## src/rtl/vga_pkg.sv

```systemverilog
// Shared VGA definitions: standard 640x480@60 timing constants, the
// {active, hs, vs} timing bundle and the colour-bar index helper.
package vga_pkg;

  // 640x480@60 (25.175 MHz pixel clock) timing.
  localparam int unsigned VGA_TOTAL_COLS  = 800;
  localparam int unsigned VGA_TOTAL_ROWS  = 525;
  localparam int unsigned VGA_ACTIVE_COLS = 640;
  localparam int unsigned VGA_ACTIVE_ROWS = 480;
  localparam int unsigned VGA_H_FP        = 16;
  localparam int unsigned VGA_H_SYNC      = 96;
  localparam int unsigned VGA_V_FP        = 10;
  localparam int unsigned VGA_V_SYNC      = 2;

  // Raw (polarity-free) timing decode carried down the delay line.
  typedef struct packed {
    logic active;
    logic hs;
    logic vs;
  } timing_t;

  localparam int unsigned TIMING_W = $bits(timing_t);

  // Eight equal-width vertical bars across the visible line.
  function automatic logic [2:0] bar_index(input int unsigned col,
                                           input int unsigned active_cols);
    return 3'(col / (active_cols / 8));
  endfunction

endpackage

```

## src/rtl/vga_delay_line.sv

```systemverilog
// WIDTH x DEPTH shift register with clock enable and synchronous reset value.
// Ports:
//   clk   - clock
//   rst_n - synchronous active-low reset; all stages load RST_VAL
//   ce    - shift enable
//   d     - data into stage 0
//   q     - last stage (DEPTH enabled shifts after d)
module vga_delay_line #(
  parameter int unsigned      WIDTH   = 1,
  parameter int unsigned      DEPTH   = 1,
  parameter logic [WIDTH-1:0] RST_VAL = '0
) (
  input  logic             clk,
  input  logic             rst_n,
  input  logic             ce,
  input  logic [WIDTH-1:0] d,
  output logic [WIDTH-1:0] q
);

  for (genvar g = 0; g < DEPTH; g++) begin : g_stage
    logic [WIDTH-1:0] r;
    logic [WIDTH-1:0] din;

    if (g == 0) begin : g_head
      assign din = d;
    end else begin : g_tail
      assign din = g_stage[g-1].r;
    end

    always_ff @(posedge clk) begin
      if (!rst_n) begin
        r <= RST_VAL;
      end else if (ce) begin
        r <= din;
      end
    end
  end

  assign q = g_stage[DEPTH-1].r;

endmodule

```

## src/rtl/vga_timing_pipe.sv

```systemverilog
// VGA timing generator with pipeline alignment and RGB blanking.
// Optional feature macro: VGA_TEST_PATTERN_EN (adds i_test_mode and an
// 8-bar colour pattern that replaces game RGB while i_test_mode=1).
// Ports:
//   clk, i_rst_n                 - clock, synchronous active-low reset
//   i_pix_ce                     - pixel enable; all state advances only when high
//   i_r_val/i_g_val/i_b_val      - game RGB, presented PIPE_DELAY enables after
//                                  the counters show the matching pixel
//   o_col_counter/o_row_counter  - stage-0 pixel position
//   o_frame_start                - combinational: counters at (0,0) and i_pix_ce
//   o_hsync/o_vsync/o_active     - timing delayed PIPE_DELAY+1 enables, polarity applied
//   o_r_val/o_g_val/o_b_val      - RGB, forced to 0 outside the active area
module vga_timing_pipe
  import vga_pkg::*;
#(
  parameter int unsigned VIDEO_WIDTH     = 3,
  parameter int unsigned TOTAL_COLS      = VGA_TOTAL_COLS,
  parameter int unsigned TOTAL_ROWS      = VGA_TOTAL_ROWS,
  parameter int unsigned ACTIVE_COLS     = VGA_ACTIVE_COLS,
  parameter int unsigned ACTIVE_ROWS     = VGA_ACTIVE_ROWS,
  parameter int unsigned H_FP            = VGA_H_FP,
  parameter int unsigned H_SYNC          = VGA_H_SYNC,
  parameter int unsigned V_FP            = VGA_V_FP,
  parameter int unsigned V_SYNC          = VGA_V_SYNC,
  parameter int unsigned SYNC_ACTIVE_LOW = 1,
  parameter int unsigned PIPE_DELAY      = 2,
  parameter int unsigned COUNT_W         = 10
) (
  input  logic                   clk,
  input  logic                   i_rst_n,
  input  logic                   i_pix_ce,
`ifdef VGA_TEST_PATTERN_EN
  input  logic                   i_test_mode,
`endif
  input  logic [VIDEO_WIDTH-1:0] i_r_val,
  input  logic [VIDEO_WIDTH-1:0] i_g_val,
  input  logic [VIDEO_WIDTH-1:0] i_b_val,
  output logic [COUNT_W-1:0]     o_col_counter,
  output logic [COUNT_W-1:0]     o_row_counter,
  output logic                   o_frame_start,
  output logic                   o_hsync,
  output logic                   o_vsync,
  output logic                   o_active,
  output logic [VIDEO_WIDTH-1:0] o_r_val,
  output logic [VIDEO_WIDTH-1:0] o_g_val,
  output logic [VIDEO_WIDTH-1:0] o_b_val
);

  localparam int unsigned H_SS  = ACTIVE_COLS + H_FP;
  localparam int unsigned H_SE  = H_SS + H_SYNC;
  localparam int unsigned V_SS  = ACTIVE_ROWS + V_FP;
  localparam int unsigned V_SE  = V_SS + V_SYNC;
  localparam int unsigned RGB_W = 3 * VIDEO_WIDTH;
  localparam logic SYNC_IDLE    = (SYNC_ACTIVE_LOW != 0);

  // Elaboration-time parameter sanity.
  if (H_SE > TOTAL_COLS) begin : g_chk_h
    $error("horizontal active+porch+sync exceeds TOTAL_COLS");
  end
  if (V_SE > TOTAL_ROWS) begin : g_chk_v
    $error("vertical active+porch+sync exceeds TOTAL_ROWS");
  end
  if (PIPE_DELAY < 1 || PIPE_DELAY > 8) begin : g_chk_d
    $error("PIPE_DELAY must be in 1..8");
  end
  if ((64'd1 << COUNT_W) < 64'(TOTAL_COLS) || (64'd1 << COUNT_W) < 64'(TOTAL_ROWS)) begin : g_chk_w
    $error("COUNT_W too narrow for TOTAL_COLS/TOTAL_ROWS");
  end

  logic [COUNT_W-1:0] col;
  logic [COUNT_W-1:0] row;
  logic               col_last;
  logic               row_last;

  assign col_last = (32'(col) == TOTAL_COLS - 1);
  assign row_last = (32'(row) == TOTAL_ROWS - 1);

  // Stage-0 pixel position.
  always_ff @(posedge clk) begin
    if (!i_rst_n) begin
      col <= '0;
      row <= '0;
    end else if (i_pix_ce) begin
      if (col_last) begin
        col <= '0;
        row <= row_last ? '0 : row + COUNT_W'(1);
      end else begin
        col <= col + COUNT_W'(1);
      end
    end
  end

  assign o_col_counter = col;
  assign o_row_counter = row;
  assign o_frame_start = i_rst_n & i_pix_ce & (col == '0) & (row == '0);

  // Raw decode of the stage-0 position; back porch is whatever is left.
  timing_t raw;
  timing_t tq;

  assign raw.active = (32'(col) < ACTIVE_COLS) && (32'(row) < ACTIVE_ROWS);
  assign raw.hs     = (32'(col) >= H_SS) && (32'(col) < H_SE);
  assign raw.vs     = (32'(row) >= V_SS) && (32'(row) < V_SE);

  vga_delay_line #(
    .WIDTH   (TIMING_W),
    .DEPTH   (PIPE_DELAY),
    .RST_VAL ('0)
  ) u_timing_dly (
    .clk   (clk),
    .rst_n (i_rst_n),
    .ce    (i_pix_ce),
    .d     (raw),
    .q     (tq)
  );

  logic [RGB_W-1:0] src_rgb;

`ifdef VGA_TEST_PATTERN_EN
  if (ACTIVE_COLS < 8) begin : g_chk_bar
    $error("ACTIVE_COLS must be at least 8 for the bar pattern");
  end

  logic [2:0]       bar;
  logic [RGB_W-1:0] pat_raw;
  logic [RGB_W-1:0] pat_q;

  // Pattern follows the same PIPE_DELAY path as game RGB so both align.
  assign bar     = bar_index(32'(col), ACTIVE_COLS);
  assign pat_raw = {{VIDEO_WIDTH{bar[2]}}, {VIDEO_WIDTH{bar[1]}}, {VIDEO_WIDTH{bar[0]}}};

  vga_delay_line #(
    .WIDTH   (RGB_W),
    .DEPTH   (PIPE_DELAY),
    .RST_VAL ('0)
  ) u_pattern_dly (
    .clk   (clk),
    .rst_n (i_rst_n),
    .ce    (i_pix_ce),
    .d     (pat_raw),
    .q     (pat_q)
  );

  assign src_rgb = i_test_mode ? pat_q : {i_r_val, i_g_val, i_b_val};
`else
  assign src_rgb = {i_r_val, i_g_val, i_b_val};
`endif

  // Output stage: timing and blanked RGB leave on the same enabled edge.
  always_ff @(posedge clk) begin
    if (!i_rst_n) begin
      o_active <= 1'b0;
      o_hsync  <= SYNC_IDLE;
      o_vsync  <= SYNC_IDLE;
      o_r_val  <= '0;
      o_g_val  <= '0;
      o_b_val  <= '0;
    end else if (i_pix_ce) begin
      o_active <= tq.active;
      o_hsync  <= tq.hs ^ SYNC_IDLE;
      o_vsync  <= tq.vs ^ SYNC_IDLE;
      o_r_val  <= tq.active ? src_rgb[RGB_W-1 -: VIDEO_WIDTH]             : '0;
      o_g_val  <= tq.active ? src_rgb[2*VIDEO_WIDTH-1 -: VIDEO_WIDTH]     : '0;
      o_b_val  <= tq.active ? src_rgb[VIDEO_WIDTH-1 -: VIDEO_WIDTH]       : '0;
    end
  end

endmodule
```

## config.mk

```make
export PLATFORM = sky130hd
export DESIGN_NAME = vga_timing_pipe
export DESIGN_NICKNAME = d
export VERILOG_FILES = /design/src/rtl/vga_pkg.sv /design/src/rtl/vga_delay_line.sv /design/src/rtl/vga_timing_pipe.sv
export SDC_FILE = /design/constraint.sdc
export NUM_CORES = 1
export LEC_CHECK = 0
export CORE_MARGIN = 2
export CORE_UTILIZATION = 30
export CTS_CLUSTER_DIAMETER = 200
export CTS_CLUSTER_SIZE = 24
export DETAILED_ROUTE_END_ITERATION = 7
export DONT_BUFFER_PORTS = 1
export MAX_ROUTING_LAYER = met4
export PLACE_DENSITY = 0.52
export SETUP_SLACK_MARGIN = 0.3
export SKIP_CTS_REPAIR_TIMING = 1
export SYNTH_ARGS = -nofsm -noshare
export SYNTH_HDL_FRONTEND = slang
export SYNTH_HIERARCHICAL = 1
export SYNTH_SLANG_ARGS = --single-unit
```

## constraint.sdc

```tcl
create_clock -name clk -period 3.4 [get_ports clk]
set_input_delay 0.51 -clock clk [delete_from_list [all_inputs] [get_ports clk]]
set_output_delay 0.51 -clock clk [all_outputs]
set_load 0.03 [all_outputs]
```

-- Yosys cells after proc, flatten, opt, wreduce, memory -nomap -nowiden
Index checks and enable logic that the tools add are counted.
- add/subtract/negate cells: 2
- bitwise logic cells: 5
- $lt $le $gt $ge: 6
- reduce and logical (&&, ||, !) cells: 6
- multiplexer cells: 5
- eq/ne operators: 2
- operator list (operator ; count):
    $add A10 B1 Y10 const B ; 2
    $eq A10 B10 Y1 const B ; 2
    $logic_not A10 Y1 ; 2
    $lt A10 B10 Y1 const B ; 2
    $lt A10 B9 Y1 const B ; 2
    $mux W10 ; 2
    $ge A10 B10 Y1 const B ; 1
    $ge A10 B9 Y1 const B ; 1
    $mux W3 ; 3
    $and A1 B1 Y1 ; 3
    $logic_and A1 B1 Y1 ; 3
    $not A1 Y1 ; 2
    $reduce_and A2 Y1 ; 1
- output and inout port bits: 33
- input bits: 12
- bits in registers: 38
- word-level logic and storage cells: 36

-- Depth between registers and ports, before layout
Gate-level depths: netlist of run 1.
- word-level depth: 3
- depth in mapped cells: 7
- mapped depth without buffers: 6

-- Modules after synthesis
Netlist of run 1, hierarchy kept.
- by module, submodules not included (module ; cells each ; sequential area each (um^2) ; area an instance (um^2) ; instances):
    vga_timing_pipe ; 166 ; 640.6 ; 1457.6 ; 1
    vga_delay_line ; 19 ; 120.1 ; 229.0 ; 1

-- Worst setup path before layout of run 1
Ideal clock, no wire load.
- path type: in2out
- from: in i_pix_ce
- to: out o_frame_start
- buffers on the path: 1
- stages: 5
- arrival: 2230 ps
- path slack: 660 ps
- data required time: 2890 ps
- cells stage by stage: clkbuf_1 > inv_1 > nor4_1 > nand4_1 > nor4_1
- longest elaborated chain between the ends: 3
- RTL lines (element ; line ; text):
    start, declared ; vga_timing_pipe.sv:31 ; input logic i_pix_ce,
    $and A1 B1 Y1 (3 in series) ; vga_timing_pipe.sv:95 ; assign o_frame_start = i_rst_n & i_pix_ce & (col == '0) & (row == '0);
    end, declared ; vga_timing_pipe.sv:40 ; output logic o_frame_start,
Every way passes these cells.

-- Worst setup path after layout of run 1
- from: reg row[1] (netlist: o_row_counter[1])
- to: out o_frame_start
- longest elaborated chain between the ends: 2
- RTL lines (element ; line ; text):
    start, declared ; vga_timing_pipe.sv:71 ; logic [COUNT_W-1:0] row;
    start signal, assigned ; vga_timing_pipe.sv:86 ; row <= row_last ? '0 : row + COUNT_W'(1);
    $logic_not A10 Y1 ; vga_timing_pipe.sv:95 ;
    $and A1 B1 Y1 ; vga_timing_pipe.sv:95 ;
Every way passes these cells.

==> metrics.txt, run 1 <==
# TYPE chip_impl_metric gauge
chip_impl_info{name="result_of_the_run",value="finished, final reports clean"} 1
chip_impl_metric{name="setup_total_negative_slack",unit="ns"} 0
chip_impl_metric{name="floorplan.initialDensity",unit="%"} 30.8
chip_impl_metric{name="grt_max_degree",unit=""} 18
chip_impl_metric{name="finalSetupViolCount",unit=""} 0
chip_impl_metric{name="clock.fmax",unit="MHz"} 417
chip_impl_metric{name="drive_above_1_share",unit="%"} 7.03
chip_impl_metric{name="place_hpwl",unit="mm"} 2.66
chip_impl_metric{name="syn_area_per_cell",unit="um2"} 9.12
chip_impl_metric{name="critical_path_maximum_fanout",unit=""} 5
chip_impl_metric{name="clk_pin_slew",unit="ns"} 0.08
chip_impl_info{name="grt_setup_unrepaired",value="no"} 1
chip_impl_metric{name="die_y",unit="um"} 79.0
chip_impl_metric{name="synth_nets",unit=""} 201
chip_impl_metric{name="max-vdd-ir-drop",unit="V"} 0.000196
chip_impl_metric{name="worst_pin_slew",unit="ns"} 0.602
chip_impl_metric{name="first_pass_iters",unit=""} 4
chip_impl_metric{name="cts_buffers",unit=""} 5
chip_impl_info{name="cts.root.buffer_cell",value="sky130_fd_sc_hd__clkbuf_8"} 1
chip_impl_metric{name="area.growth.synth_to_final",unit="%"} 10.6
chip_impl_metric{name="grt_first_pass_wirelength",unit="mm"} 6.13
chip_impl_metric{name="viasPerCell",unit=""} 5.04
chip_impl_metric{name="synthArstFlopShare",unit="%"} 0
chip_impl_info{name="yosysTopAreaCell",value="sky130_fd_sc_hd__dfxtp_1"} 1
chip_impl_metric{name="timing_max_transition_violations_final",unit=""} 0
chip_impl_metric{name="final_util",unit="%"} 34.1
chip_impl_metric{name="num_antenna_cells",unit=""} 0
chip_impl_metric{name="site_row_count",unit=""} 27
chip_impl_info{name="critical_path.endpoint_type",value="output pin"} 1
chip_impl_metric{name="r2r_worst_path_depth",unit=""} 5
chip_impl_metric{name="critical_path_buf_inv_count",unit=""} 2
chip_impl_info{name="hold_path.class",value="in2reg"} 1
chip_impl_metric{name="place_congestion",unit=""} 0.732
chip_impl_info{name="rr_startpoint",value="o_col_counter[0]"} 1
chip_impl_metric{name="reg2reg_setup_slack",unit="ns"} 1.21
chip_impl_metric{name="postLayoutSetupSlackWorst",unit="ns"} 1.00
chip_impl_metric{name="totalWireLength",unit="mm"} 3.82
chip_impl_info{name="ys.flop_type",value="sky130_fd_sc_hd__dfxtp_1"} 1
chip_impl_metric{name="ff_latch_count_synth",unit=""} 38
chip_impl_metric{name="synth.cell_area",unit="mm2"} 0.00169
chip_impl_metric{name="tritoncts_num_sinks",unit=""} 38
chip_impl_info{name="worstReg2RegEnd",value="o_row_counter[6]"} 1
chip_impl_metric{name="1st_iter_drt_viols",unit=""} 91
chip_impl_metric{name="cpPeakStageDelay",unit="ns"} 0.46
chip_impl_metric{name="critical_path_arrival",unit="ns"} 1.89
chip_impl_info{name="min_to",value="o_hsync"} 1
chip_impl_metric{name="initial_antenna_violation_count",unit=""} 0
chip_impl_info{name="slowest_library_cell_on_the_worst_path",value="sky130_fd_sc_hd__dfxtp_1"} 1
chip_impl_metric{name="netlist_instances",unit=""} 185
chip_impl_metric{name="antenna_left",unit=""} 0
chip_impl_metric{name="grt_use_total",unit="%"} 12.8
chip_impl_metric{name="slew_headroom",unit="%"} 59.6
chip_impl_metric{name="total_power",unit="uW"} 982
chip_impl_info{name="post_synth_most_frequent_cells",value="sky130_fd_sc_hd__dfxtp_1 (38), sky130_fd_sc_hd__nor2_1 (22), sky130_fd_sc_hd__nand2_1 (12), sky130_fd_sc_hd__a22oi_1 (10), sky130_fd_sc_hd__nand3_1 (8)"} 1
chip_impl_metric{name="final_period_minus_worst_setup_slack",unit="ns"} 2.40
chip_impl_metric{name="worst_skew_pair.late_latency",unit="ns"} 0.29
chip_impl_metric{name="yosysTopAreaCellShare",unit="%"} 45.1
chip_impl_metric{name="vias_in_the_first_global_route",unit=""} 1179
chip_impl_info{name="setup.worst_path.class",value="reg2out"} 1
chip_impl_metric{name="p_leak",unit="nW"} 0.664
chip_impl_metric{name="hold_path_cells",unit=""} 1
chip_impl_metric{name="timing.clock.skew",unit="ns"} 0.00294
chip_impl_metric{name="finalHoldViolations",unit=""} 0
chip_impl_metric{name="detail_route.drc_violations",unit=""} 0
chip_impl_metric{name="cts_max_path_buffers",unit=""} 2
chip_impl_metric{name="placeableCoreArea",unit="mm2"} 0.00547
chip_impl_metric{name="nets",unit=""} 200
chip_impl_metric{name="placement.setup.worst_slack",unit="ns"} 1.11
chip_impl_info{name="hold_path_startpoint",value="i_rst_n"} 1
chip_impl_metric{name="overflow",unit=""} 0
chip_impl_metric{name="die_w",unit="um"} 79.0
chip_impl_metric{name="worst_ep_required_time",unit="ns"} 2.89
chip_impl_info{name="tritoncts",value="yes"} 1
chip_impl_info{name="critPathTopFamily",value="simple AND/OR/NAND/NOR gates"} 1
chip_impl_metric{name="synth_seq_area_share",unit="%"} 45.1
chip_impl_metric{name="finalCritPeriodShare",unit="%"} 70.5
chip_impl_metric{name="power.density",unit="mW/mm2"} 527
chip_impl_metric{name="post_synth_num_cell_types",unit=""} 34
chip_impl_metric{name="io-pin-count",unit=""} 45
chip_impl_metric{name="number_of_enable_type_register_cells_in_the_synthesized_netlist",unit=""} 0
chip_impl_info{name="synth_area_leaders",value="sky130_fd_sc_hd__dfxtp_1 (45%), sky130_fd_sc_hd__nor2_1 (4.9%), sky130_fd_sc_hd__a22oi_1 (4.5%), sky130_fd_sc_hd__mux2i_1 (4.2%), sky130_fd_sc_hd__xor2_1 (3.6%)"} 1
chip_impl_metric{name="avgRoutedWirePerCell",unit="um"} 14.9
chip_impl_info{name="start_kind",value="register"} 1
chip_impl_metric{name="die_area",unit="mm2"} 0.00624
chip_impl_info{name="crit_path_cell_trace",value="inv_1, ha_1, nor2b_1, nand4_1, nor4_1, buf_4"} 1
chip_impl_info{name="yosys.cell_count.top_type",value="sky130_fd_sc_hd__dfxtp_1"} 1
chip_impl_metric{name="num_vias",unit=""} 1295
chip_impl_metric{name="cts.htree.levels",unit=""} 2
chip_impl_metric{name="placement.io_buffers",unit=""} 0
chip_impl_metric{name="yosysWarningCount",unit=""} 6
chip_impl_metric{name="cap_violations",unit=""} 0
cells in the final DEF, fill, tap and decap left out, drive strengths merged:
cell type,synthesis,routed
dfxtp,38,38
nor2,22,22
nand2,12,12
a22oi,10,10
nand3,9,9
o21ai,8,8
inv,7,7
nor2b,7,7
xor2,7,7
mux2i,7,7
a21oi,7,7
nand4,5,5
or3,5,5
clkbuf,6,5
nor4,4,4
and3,4,4
ha,4,4
and4,3,3
o31ai,3,3
xnor2,3,3
or4,3,3
bufinv,0,2
and3b,1,1
nor4b,1,1
nor3,1,1
and4b,1,1
a31o,1,1
a2bb2oi,1,1
o41ai,1,1
and2,1,1
clkinv,0,1
buf,3,1
stage by stage:
step	std cells	hold WS [ns]	cell area, um2
global route	257	0.265	1870
floorplan	185	0.474	1690
detailed placement	249	0.494	1730
global placement	249	0.499	1730
CTS	257	0.271	1870
finish	257	0.276	1870
report_power, final:
part | total [mW] | switching [mW] | internal, mW | leakage (nW)
Combinational | 0.0383 | 0.0213 | 0.0170 | 0.288
Clock | 0.468 | 0.174 | 0.294 | 0.0683
Sequential | 0.476 | 0.0235 | 0.453 | 0.307
Total | 0.982 | 0.219 | 0.764 | 0.664
flip-flops by register name, summed over array words and instances (netlist names):
name	flops
u_timing_dly/q	3
o_g_val	3
o_vsync	1
o_active	1
o_b_val	3
o_col_counter	10
u_timing_dly/g_stage.r	3
o_row_counter	10
o_r_val	3
o_hsync	1
cell type report:
| type | instances | area [um2] |
|---|---|---|
| Fill cell | 584 | 3610 |
| Multi-Input combinational cell | 131 | 843 |
| Sequential cell | 38 | 761 |
| Tap cell | 72 | 90.1 |
| Clock buffer | 5 | 68.8 |
| Clock inverter | 3 | 68.8 |
| Inverter | 7 | 26.3 |
| Timing Repair Buffer | 1 | 7.51 |
cell families (layout without fill, tap and decap cells):
family / count (synthesis) / after routing / synth area share (%)
AOI/OAI and AO/OA: 31 / 31 / 12.0
xor gates and xnor gates: 10 / 10 / 5.19
adders and majority gates: 4 / 4 / 2.97
buffers and inverters: 16 / 16 / 4.90
DFF: 38 / 38 / 45.1
muxes: 7 / 7 / 4.15
and+or+nand+nor: 79 / 79 / 25.7
how the worst max path moves through the flow:
stage | from | end | slack, ns | depth (start not counted)
final | o_row_counter[1] | o_frame_start | 1.00 | 6
after global routing | o_row_counter[1] | o_frame_start | 0.82 | 6
after CTS | o_row_counter[5] | o_frame_start | 0.97 | 4
after detailed placement | i_pix_ce | o_frame_start | 1.11 | 5
after global placement | i_pix_ce | o_frame_start | 1.12 | 5
after floorplan | i_pix_ce | o_frame_start | 0.66 | 5
per-layer routing:
layer	up-vias	share of wire [%]	GRT usage (%)
li1	654	-	-
met1	609	46	16.3
met2	26	46	18.4
met3	6	6.3	4.66
met4	0	1.5	5.34
met5	-	0	-
worst reg2reg max path: cells and delay by family, from the launching register on:
family,cells,cell delay (ns)
flops,1,0.60
simple gates,3,1.13
compound gates,1,0.14
fa+ha+maj,1,0.25
No activity file was read; power rests on OpenSTA's default activity.
==> inputs of run 2 (changes only) <==
- ABC_AREA: default -> 1
- PLACE_DENSITY: 0.52 -> 0.53
- clock period: 3.4 -> 2 ns (I/O delays scaled with it)
==> run 2 against run 1 <==
  * Sequential share of layout area down 6.9 points
  * Clock skew up 0.0046 ns
  * Setup slack worse by 0.74 ns
  * Via count up 29%
  * Die area up 17%
  * Worst hold slack worse by 0.14 ns
  * Cell area up 22%
  * Total power up 58%
  * First-iteration DRC count down 46%
  * Global-route usage up 0.90 points
  * Clock power up 40%
  * Critical path type unchanged
  * Largest power group unchanged
  * Highest routed layer unchanged
==> metrics.txt, run 2 <==
# TYPE chip_impl_metric gauge
chip_impl_info{name="result_of_the_run",value="finished, final reports clean"} 1
chip_impl_info{name="synth_area_leaders",value="sky130_fd_sc_hd__dfxtp_1 (38%), sky130_fd_sc_hd__nand2_1 (12%), sky130_fd_sc_hd__nor2_1 (7.4%), sky130_fd_sc_hd__inv_1 (5.9%), sky130_fd_sc_hd__nand3_1 (5.6%)"} 1
chip_impl_metric{name="viasPerCell",unit=""} 4.55
chip_impl_metric{name="cts_buffers",unit=""} 5
chip_impl_metric{name="synth.cell_area",unit="mm2"} 0.00198
chip_impl_metric{name="overflow",unit=""} 0
chip_impl_info{name="tritoncts",value="yes"} 1
chip_impl_metric{name="yosysTopAreaCellShare",unit="%"} 38.4
chip_impl_metric{name="detail_route.drc_violations",unit=""} 0
chip_impl_info{name="critPathTopFamily",value="simple AND/OR/NAND/NOR gates"} 1
chip_impl_info{name="slowest_library_cell_on_the_worst_path",value="sky130_fd_sc_hd__dfxtp_1"} 1
chip_impl_metric{name="timing_max_transition_violations_final",unit=""} 0
chip_impl_metric{name="number_of_enable_type_register_cells_in_the_synthesized_netlist",unit=""} 0
chip_impl_metric{name="grt_max_degree",unit=""} 29
chip_impl_metric{name="cpPeakStageDelay",unit="ns"} 0.47
chip_impl_info{name="hold_path.class",value="in2reg"} 1
chip_impl_metric{name="cts.htree.levels",unit=""} 2
chip_impl_metric{name="drive_above_1_share",unit="%"} 20.4
chip_impl_metric{name="finalCritPeriodShare",unit="%"} 86.6
chip_impl_metric{name="worst_ep_required_time",unit="ns"} 1.70
chip_impl_metric{name="cts_max_path_buffers",unit=""} 2
chip_impl_metric{name="floorplan.initialDensity",unit="%"} 31.2
chip_impl_metric{name="grt_first_pass_wirelength",unit="mm"} 7.74
chip_impl_metric{name="nets",unit=""} 304
chip_impl_metric{name="num_antenna_cells",unit=""} 0
chip_impl_metric{name="place_hpwl",unit="mm"} 3.33
chip_impl_metric{name="timing.clock.skew",unit="ns"} 0.00755
chip_impl_metric{name="grt_use_total",unit="%"} 13.7
chip_impl_metric{name="seqCellArea",unit="um2"} 772
chip_impl_metric{name="totalWireLength",unit="mm"} 4.53
chip_impl_metric{name="cap_violations",unit=""} 0
chip_impl_info{name="critical_path.endpoint_type",value="output pin"} 1
chip_impl_metric{name="avgRoutedWirePerCell",unit="um"} 12.4
chip_impl_metric{name="setup_total_negative_slack",unit="ns"} 0
chip_impl_metric{name="fillerInstances",unit=""} 677
chip_impl_info{name="setup.worst_path.class",value="reg2out"} 1
chip_impl_metric{name="syn_area_per_cell",unit="um2"} 7.18
chip_impl_metric{name="critical_path_buf_inv_count",unit=""} 1
chip_impl_metric{name="tritoncts_num_sinks",unit=""} 38
chip_impl_metric{name="initial_antenna_violation_count",unit=""} 0
chip_impl_info{name="start_kind",value="register"} 1
chip_impl_metric{name="critical_path_arrival",unit="ns"} 1.43
chip_impl_metric{name="ff_latch_count_synth",unit=""} 38
chip_impl_metric{name="worst_skew_pair.late_latency",unit="ns"} 0.29
chip_impl_metric{name="die_area",unit="mm2"} 0.00727
chip_impl_metric{name="die_y",unit="um"} 85.3
chip_impl_metric{name="whs",unit="ns"} 0.133
chip_impl_metric{name="netlist_instances",unit=""} 276
chip_impl_metric{name="multiInputGateArea",unit="mm2"} 0.00106
chip_impl_metric{name="finalSetupViolCount",unit=""} 0
chip_impl_metric{name="place_congestion",unit=""} 0.845
chip_impl_metric{name="placement.io_buffers",unit=""} 0
chip_impl_metric{name="slew_headroom",unit="%"} 66.9
chip_impl_metric{name="worst_pin_slew",unit="ns"} 0.496
chip_impl_metric{name="area.growth.synth_to_final",unit="%"} 14.9
chip_impl_metric{name="clock.fmax",unit="MHz"} 577
chip_impl_info{name="cts.root.buffer_cell",value="sky130_fd_sc_hd__clkbuf_8"} 1
chip_impl_metric{name="yosysWarningCount",unit=""} 6
chip_impl_metric{name="site_row_count",unit=""} 29
chip_impl_info{name="layout_commonest_cell",value="sky130_fd_sc_hd__nand2_1"} 1
chip_impl_metric{name="power.density",unit="mW/mm2"} 684
chip_impl_metric{name="synthArstFlopShare",unit="%"} 0
chip_impl_info{name="yosys.cell_count.top_type",value="sky130_fd_sc_hd__nand2_1"} 1
chip_impl_metric{name="max-vdd-ir-drop",unit="V"} 0.000326
chip_impl_info{name="post_synth_most_frequent_cells",value="sky130_fd_sc_hd__nand2_1 (62), sky130_fd_sc_hd__nor2_1 (39), sky130_fd_sc_hd__dfxtp_1 (38), sky130_fd_sc_hd__inv_1 (31), sky130_fd_sc_hd__nand3_1 (22)"} 1
chip_impl_metric{name="p_leak",unit="nW"} 0.946
chip_impl_metric{name="first_pass_iters",unit=""} 4
chip_impl_metric{name="finalHoldViolations",unit=""} 0
chip_impl_metric{name="placeableCoreArea",unit="mm2"} 0.00635
chip_impl_metric{name="die_w",unit="um"} 85.3
chip_impl_metric{name="vias_in_the_first_global_route",unit=""} 1610
chip_impl_metric{name="synth_nets",unit=""} 292
chip_impl_metric{name="final_period_minus_worst_setup_slack",unit="ns"} 1.73
chip_impl_metric{name="clk_pin_slew",unit="ns"} 0.08
chip_impl_info{name="yosysTopAreaCell",value="sky130_fd_sc_hd__dfxtp_1"} 1
chip_impl_info{name="grt_setup_unrepaired",value="yes"} 1
chip_impl_info{name="crit_path_cell_trace",value="nor2_1, nand4_1, nor2_2, buf_6"} 1
chip_impl_metric{name="1st_iter_drt_viols",unit=""} 49
chip_impl_info{name="ys.flop_type",value="sky130_fd_sc_hd__dfxtp_1"} 1
chip_impl_metric{name="io-pin-count",unit=""} 45
chip_impl_metric{name="post_synth_num_cell_types",unit=""} 34
chip_impl_info{name="most-common-layout-cells",value="sky130_fd_sc_hd__nand2_1 (62), sky130_fd_sc_hd__nor2_1 (37), sky130_fd_sc_hd__dfxtp_1 (33)"} 1
chip_impl_metric{name="antenna_left",unit=""} 0
chip_impl_metric{name="num_vias",unit=""} 1666
chip_impl_metric{name="critical_path_maximum_fanout",unit=""} 5
chip_impl_metric{name="synth_seq_area_share",unit="%"} 38.4
run 2: changes by cell type in the layout (fill, tap and decap cells not counted), moves of 7 or more:
cell                      delta
sky130_fd_sc_hd__nand3_1    +14
sky130_fd_sc_hd__inv_1      +24
sky130_fd_sc_hd__buf_4      +11
sky130_fd_sc_hd__mux2i_1     -7
sky130_fd_sc_hd__nor2_1     +15
sky130_fd_sc_hd__nor2_2     +13
sky130_fd_sc_hd__a22oi_1     -8
sky130_fd_sc_hd__nor2b_1     -7
sky130_fd_sc_hd__a21oi_1    +12
sky130_fd_sc_hd__nand2_1    +50
run 2: cell type report:
type,count,area share (%)
Timing Repair Buffer,13,4.45
Multi-Input combinational cell,195,46.6
Tap cell,77,4.23
Inverter,35,5.83
Clock inverter,3,1.98
Sequential cell,38,33.9
Clock buffer,5,3.02
run 2: metal layers:
layer / vias up / wire, um / GRT usage [%]
li1: 896 / - / -
met1: 740 / 2130 / 17.4
met2: 26 / 2120 / 21.2
met3: 4 / 228 / 3.79
met4: 0 / 52 / 4.33
met5: - / 0 / -
run 2: per-stage QoR:
step	std cells	power, mW	utilization [%]	instance area, um2	worst slack, ns
after global routing	366	1.63	35.8	2280	0.184
after floorplan	276	0.906	-	1980	0.348
after detailed placement	358	0.918	33.5	2130	0.375
after CTS	366	1.58	35.3	2240	0.0511
final	366	1.56	35.8	2280	0.268
after global placement	358	0.916	33.5	2130	0.397
run 2: worst paths after layout:
check                    start                      endpoint  slack, ns  cells after the start
max           o_col_counter[5]                 o_frame_start       0.27                      4
min                    i_rst_n              o_col_counter[4]       0.13                      2
max reg2reg   o_col_counter[6]  u_timing_dly/g_stage[0].r[1]       0.46                      9
min reg2reg  u_timing_dly/q[1]                       o_hsync       0.45                      1
run 2: kinds of logic (layout without fill, tap and decap cells):
| kind of cell | count (synthesis) | count (layout) | share of synthesized area (%) |
|---|---|---|---|
| adders and majority gates | 4 | 4 | 2.53 |
| DFF | 38 | 38 | 38.4 |
| buffers and inverters | 43 | 56 | 9.10 |
| xor gates and xnor gates | 2 | 2 | 0.885 |
| and+or+nand+nor | 159 | 159 | 40.8 |
| AOI/OAI and AO/OA | 30 | 30 | 8.28 |
run 2: power breakdown:
part	internal, mW	switching (mW)	total, mW	leakage (nW)
combinational	0.0368	0.0587	0.0955	0.584
sequential	0.772	0.0317	0.804	0.312
clock	0.371	0.286	0.657	0.0504
